--- src/rtl/score_keeper.sv ---
// Multi-player saturating score keeper with IDLE/PLAYING/OVER phases, session high score and leader/tie.
// Optional combo scoring (+2 inside a per-player window) is built when SCORE_COMBO_EN is defined.

module score_lane #(
  parameter int SCORE_W      = 6,
  parameter int COMBO_WINDOW = 50_000_000
) (
  input  logic               clkIn,
  input  logic               reset,
  input  logic               i_clear,
  input  logic               i_en,
  input  logic               i_evt,
  output logic [SCORE_W-1:0] o_score
);
  localparam logic [SCORE_W-1:0] SMAX = '1;

  logic [SCORE_W-1:0] r_score;
  logic [1:0]         w_inc;
  logic [SCORE_W:0]   w_sum;
  logic [SCORE_W-1:0] w_next;

`ifdef SCORE_COMBO_EN
  localparam int CW = $clog2(COMBO_WINDOW);
  logic [CW-1:0] r_combo;

  always_ff @(posedge clkIn or posedge reset) begin
    if (reset)                 r_combo <= '0;
    else if (i_clear)          r_combo <= '0;
    else if (i_en) begin
      if (i_evt)               r_combo <= CW'(COMBO_WINDOW - 1);
      else if (r_combo != '0)  r_combo <= r_combo - 1'b1;
    end
  end

  assign w_inc = (r_combo != '0) ? 2'd2 : 2'd1;
`else
  assign w_inc = 2'd1;
`endif

  // one spare bit catches overflow so the score clamps instead of wrapping
  assign w_sum  = {1'b0, r_score} + (SCORE_W+1)'(w_inc);
  assign w_next = w_sum[SCORE_W] ? SMAX : w_sum[SCORE_W-1:0];

  always_ff @(posedge clkIn or posedge reset) begin
    if (reset)              r_score <= '0;
    else if (i_clear)       r_score <= '0;
    else if (i_en && i_evt) r_score <= w_next;
  end

  assign o_score = r_score;
endmodule

module score_keeper #(
  parameter  int NUM_PLAYERS  = 2,
  parameter  int SCORE_W      = 6,
  parameter  int COMBO_WINDOW = 50_000_000,
  localparam int LEAD_W       = (NUM_PLAYERS > 1) ? $clog2(NUM_PLAYERS) : 1
) (
  input  logic                           clkIn,
  input  logic                           reset,
  input  logic                           gameStart,
  input  logic                           timer_expired,
  input  logic [NUM_PLAYERS-1:0]         player_scored,
  output logic [NUM_PLAYERS*SCORE_W-1:0] score,
  output logic [SCORE_W-1:0]             high_score,
  output logic [LEAD_W-1:0]              leader,
  output logic                           tie,
  output logic                           game_active,
  output logic                           game_over
);
  typedef enum logic [1:0] {IDLE, PLAYING, OVER} state_t;

  state_t r_state, w_next;
  logic   r_arm, r_start_q, r_timer_q;
  logic   [NUM_PLAYERS-1:0] r_ps_q;
  logic   w_start_rise, w_timer_rise, w_clear, w_end;
  logic   [NUM_PLAYERS-1:0] w_ps_rise;
  logic   [NUM_PLAYERS-1:0][SCORE_W-1:0] w_score;
  logic   [SCORE_W-1:0] w_max, r_high;
  logic   [LEAD_W-1:0]  w_leader, r_leader;
  logic   [3:0]         w_cnt;
  logic   w_tie, r_tie;

  // r_arm masks the first cycle after reset so a level already high is not seen as an edge
  always_ff @(posedge clkIn or posedge reset) begin
    if (reset) begin
      r_arm     <= 1'b0;
      r_start_q <= 1'b0;
      r_timer_q <= 1'b0;
      r_ps_q    <= '0;
    end else begin
      r_arm     <= 1'b1;
      r_start_q <= gameStart;
      r_timer_q <= timer_expired;
      r_ps_q    <= player_scored;
    end
  end

  assign w_start_rise = r_arm & gameStart & ~r_start_q;
  assign w_timer_rise = r_arm & timer_expired & ~r_timer_q;
  assign w_ps_rise    = {NUM_PLAYERS{r_arm}} & player_scored & ~r_ps_q;
  assign w_clear      = w_start_rise;

  always_ff @(posedge clkIn or posedge reset) begin
    if (reset) r_state <= IDLE;
    else       r_state <= w_next;
  end

  always_comb begin
    w_next = r_state;
    case (r_state)
      IDLE:    if (w_start_rise) w_next = PLAYING;
      PLAYING: if (w_start_rise) w_next = PLAYING;
               else if (w_timer_rise) w_next = OVER;
      OVER:    if (w_start_rise) w_next = PLAYING;
      default: w_next = IDLE;
    endcase
  end

  assign w_end       = (r_state == PLAYING) && (w_next == OVER);
  assign game_active = (r_state == PLAYING);
  assign game_over   = (r_state == OVER);

  for (genvar p = 0; p < NUM_PLAYERS; p++) begin : g_lane
    score_lane #(.SCORE_W(SCORE_W), .COMBO_WINDOW(COMBO_WINDOW)) u_lane (
      .clkIn   (clkIn),
      .reset   (reset),
      .i_clear (w_clear),
      .i_en    (r_state == PLAYING),
      .i_evt   (w_ps_rise[p]),
      .o_score (w_score[p])
    );
  end

  // strict '>' keeps the lowest index on ties
  always_comb begin
    w_max    = w_score[0];
    w_leader = '0;
    w_cnt    = '0;
    for (int p = 1; p < NUM_PLAYERS; p++)
      if (w_score[p] > w_max) begin
        w_max    = w_score[p];
        w_leader = LEAD_W'(p);
      end
    for (int p = 0; p < NUM_PLAYERS; p++)
      if (w_score[p] == w_max) w_cnt = w_cnt + 4'd1;
    w_tie = (w_cnt > 4'd1);
  end

  always_ff @(posedge clkIn or posedge reset) begin
    if (reset) begin
      r_leader <= '0;
      r_tie    <= 1'b1;
      r_high   <= '0;
    end else begin
      if (w_clear) begin
        r_leader <= '0;
        r_tie    <= 1'b1;
      end else begin
        r_leader <= w_leader;
        r_tie    <= w_tie;
      end
      if (w_end && (w_max > r_high)) r_high <= w_max;
    end
  end

  assign score      = w_score;
  assign high_score = r_high;
  assign leader     = r_leader;
  assign tie        = r_tie;
endmodule

--- config.mk ---
export PLATFORM = sky130hd
export DESIGN_NAME = score_keeper
export DESIGN_NICKNAME = d
export VERILOG_FILES = /design/src/rtl/score_keeper.sv
export SDC_FILE = /design/constraint.sdc
export NUM_CORES = 1
export LEC_CHECK = 0
export ABC_AREA = 1
export ABC_CLOCK_PERIOD_IN_PS = 3500
export CORE_ASPECT_RATIO = 0.5
export CORE_MARGIN = 4
export CORE_UTILIZATION = 52
export DETAILED_ROUTE_END_ITERATION = 12
export GPL_TIMING_DRIVEN = 0
export PLACE_DENSITY = 0.84
export SYNTH_ARGS = -nofsm -noshare
export SYNTH_HDL_FRONTEND = slang
export SYNTH_SLANG_ARGS = --single-unit
--- constraint.sdc ---
create_clock -name clkIn -period 3.5 [get_ports clkIn]
set_clock_uncertainty 0.1 [all_clocks]
set_input_delay 0.7 -clock clkIn [delete_from_list [all_inputs] [get_ports clkIn]]
set_output_delay 0.7 -clock clkIn [all_outputs]
set_load 0.02 [all_outputs]
==> results_dict.tcl <==
set metrics [dict create \
    cp-start-kind "flip-flop" \
    synth_most_common_cell "nand2_1" \
    yosys-top-cells-count "44 x nand2_1, 36 x inv_1, 26 x dfrtp_1" \
    cts.sink_count 27 \
    dpl.hpwl_um 3080 \
    clk_pin_slew_worst_paths_ns 0.09 \
    ys_warn_count 0 \
    dieArea_um2 4500 \
    r2r_cells 19 \
    cts_tree "done" \
    synth_area_leader_cell "dfrtp_1" \
    path_max_fanout 10 \
    drive_gt1_share_pct 10.7 \
    clk_latency_ns 0.27 \
    drt_iter0_drc 94 \
    synth_area_um2 1790 \
    synthFlopType "dfrtp_1" \
    fin_crit_ns 3.22 \
    area_delta_synth_final_pct 20.5 \
    setup.worst_path.end "high_score[4]" \
    clock_path_buffers 2 \
    ant_nets 0 \
    met3_length_um 185 \
    fin_tns_setup_ns 0 \
    grt_max_degree 28 \
    synth_top_area_share_pct 36.3 \
    synth_seq_area_share_pct 37.8 \
    wire_per_inst_um 13.0 \
    synthesis.nets 250 \
    ir_drop_mv 0.248 \
    synth-seq-cells 27 \
    tightest_slew_ns 1.06 \
    fmax_ghz 0.310 \
    start_util_pct 56.8 \
    hold_class "reg2reg" \
    final_nets 282 \
    yosysUniqueCellTypes 34 \
    finalWeightedCongestion 0.896 \
    gr-usage-all-layers_pct 18.4 \
    whs_ns 0.367 \
    n_antenna_cell 0 \
    cp.required_ns 3.61 \
    r2r_slack_ns 0.28 \
    relSlewSlack_pct 29.4 \
    wl_um 3920 \
    worstHoldStart "r_state[0]" \
    synth_edf_count 0 \
    timing.setup.critical_path_class "reg2reg" \
    ctsHtreeMaxLevel 1 \
    setup_viol 0 \
    numCtsBuffers 3 \
    arrival_ns 3.33 \
    max_cap_violations 0 \
    power_density_nw_per_um2 552 \
    fp.dieH_um 49.5 \
    antenna_found_initial 0 \
    synthArstFlopShare_pct 100 \
    die_width_um 91.0 \
    drc 0 \
    std_cell_rows 14 \
    portBuffers 27 \
    met2WireLength_um 1820 \
    p_leak_nw 1.04 \
    grt_pass1_vias 1503 \
    vias 1579 \
    top_layer_used "met4" \
    vias_per_cell 5.25 \
    first_pass_iters 4 \
    hold_viol 0 \
    core_um2 3150 \
    end_kind "flip-flop" \
    ios 28 \
    slew_violations 0 \
    crit_start "g_lane[0].u_lane.o_score[5]" \
    ys_top_cells_by_area "dfrtp_1 36%, ha_1 9.8%, nand2_1 9.2%" \
    status "completed" \
    crit-reg2reg-launch "g_lane[0].u_lane.o_score[5]" \
    synth.avg_cell_area_um2 7.78 \
    grt_pass1_wl_um 6640 \
    rsz0062_at_grt "no" \
    met1_length_um 1880 \
    gr-total-overflow 0 \
    synth_cells 230 \
    clk_root_buffer_cell "clkbuf_8" \
    r2r_end "high_score[4]" \
    final.period_utilization_pct 92.0 \
]
## power by group
group          switching [mW]  internal (mW)  total [mW]
Combinational           0.363          0.245       0.608
Sequential             0.0461          0.358       0.404
Clock                  0.0962         0.0817       0.178
## cells by family after synthesis
logic type / after synthesis / share of synthesized area [%]
simple gates: 102 / 28.9
buf+inv: 43 / 9.71
compound gates: 42 / 13.1
flops: 27 / 37.8
fa+ha+maj: 14 / 9.78
xor+xnor: 1 / 0.489
other cells: 1 / 0.209
## flip-flops by register name (all words and copies together) (netlist names)
name / cells
r_start_q: 1
leader: 1
tie: 1
g_lane.u_lane.o_score: 12
r_arm: 1
r_timer_q: 1
r_state: 2
high_score: 6
r_ps_q: 2
## worst min path at each step
stage | depth (start not counted) | to
floorplan | 1 | r_state[0]
global placement | 1 | r_state[0]
detailed placement | 1 | r_state[0]
CTS | 1 | r_state[0]
global route | 1 | r_state[0]
finish | 1 | r_state[0]
## metrics by stage
step           worst slack [ns]  power [mW]  instance area [um2]  util, %  std cells
2_1_floorplan             0.556       0.842                 1790        -        230
3_3_place_gp              0.418       0.992                 2110     66.9        297
3_5_place_dp              0.252        1.01                 2110     66.9        297
4_1_cts                   0.230        1.20                 2160     68.4        301
5_1_grt                  0.0148        1.27                 2160     68.4        301
6_report                  0.278        1.19                 2160     68.4        301
## cell usage in the layout (no fill, tap or decap), drive strengths merged, types with 4 or more instances in the layout
cell,instances
dfrtp,26
inv,41
nand2,49
o22ai,5
nor2,23
nor3,5
ha,14
nand3,19
clkdlybuf4s50,27
o21ai,20
a21oi,13
clkbuf,4
## metal layers
layer,global-route usage (%),vias to the layer above
li1,-,809
met1,23.9,728
met2,31.5,37
met3,3.65,5
met4,5.00,0
met5,0,-
## worst max-delay path: stages (launching register included)
cell and delay [ns]:
dfrtp_1 0.44, inv_1 0.13, ha_1 0.33, nand2_2 0.09, nor2_4 0.15, nand2_2 0.08
nand3_4 0.09, nand2_4 0.08, buf_8 0.15, nand2_1 0.06, o21ai_1 0.14, ha_1 0.32
nand2_1 0.07, nor2_1 0.14, o21ai_0 0.11, o2111a_1 0.12, nor2_1 0.18, buf_2 0.25
nand2_1 0.07, o21ai_1 0.07
## cell type report
| cell class | count | area, um2 |
|---|---|---|
| plain buffers | 2 | 20.0 |
| fillers | 253 | 996 |
| flip-flops and latches | 27 | 678 |
| multi-input cells | 160 | 940 |
| inverters | 41 | 154 |
| clock buffers | 4 | 45.0 |
| repair buffers | 27 | 270 |
| well taps | 40 | 50.0 |
## what timing repair did
action | 4_1_cts | 5_1_grt
endpoints found under the setup margin | 0 | 4
setup buffers | 0 | 0
resized for setup | 0 | 1
endpoints found under the hold margin | 0 | 0
hold buffers | 0 | 0
Power figures use the tool's default switching activity.
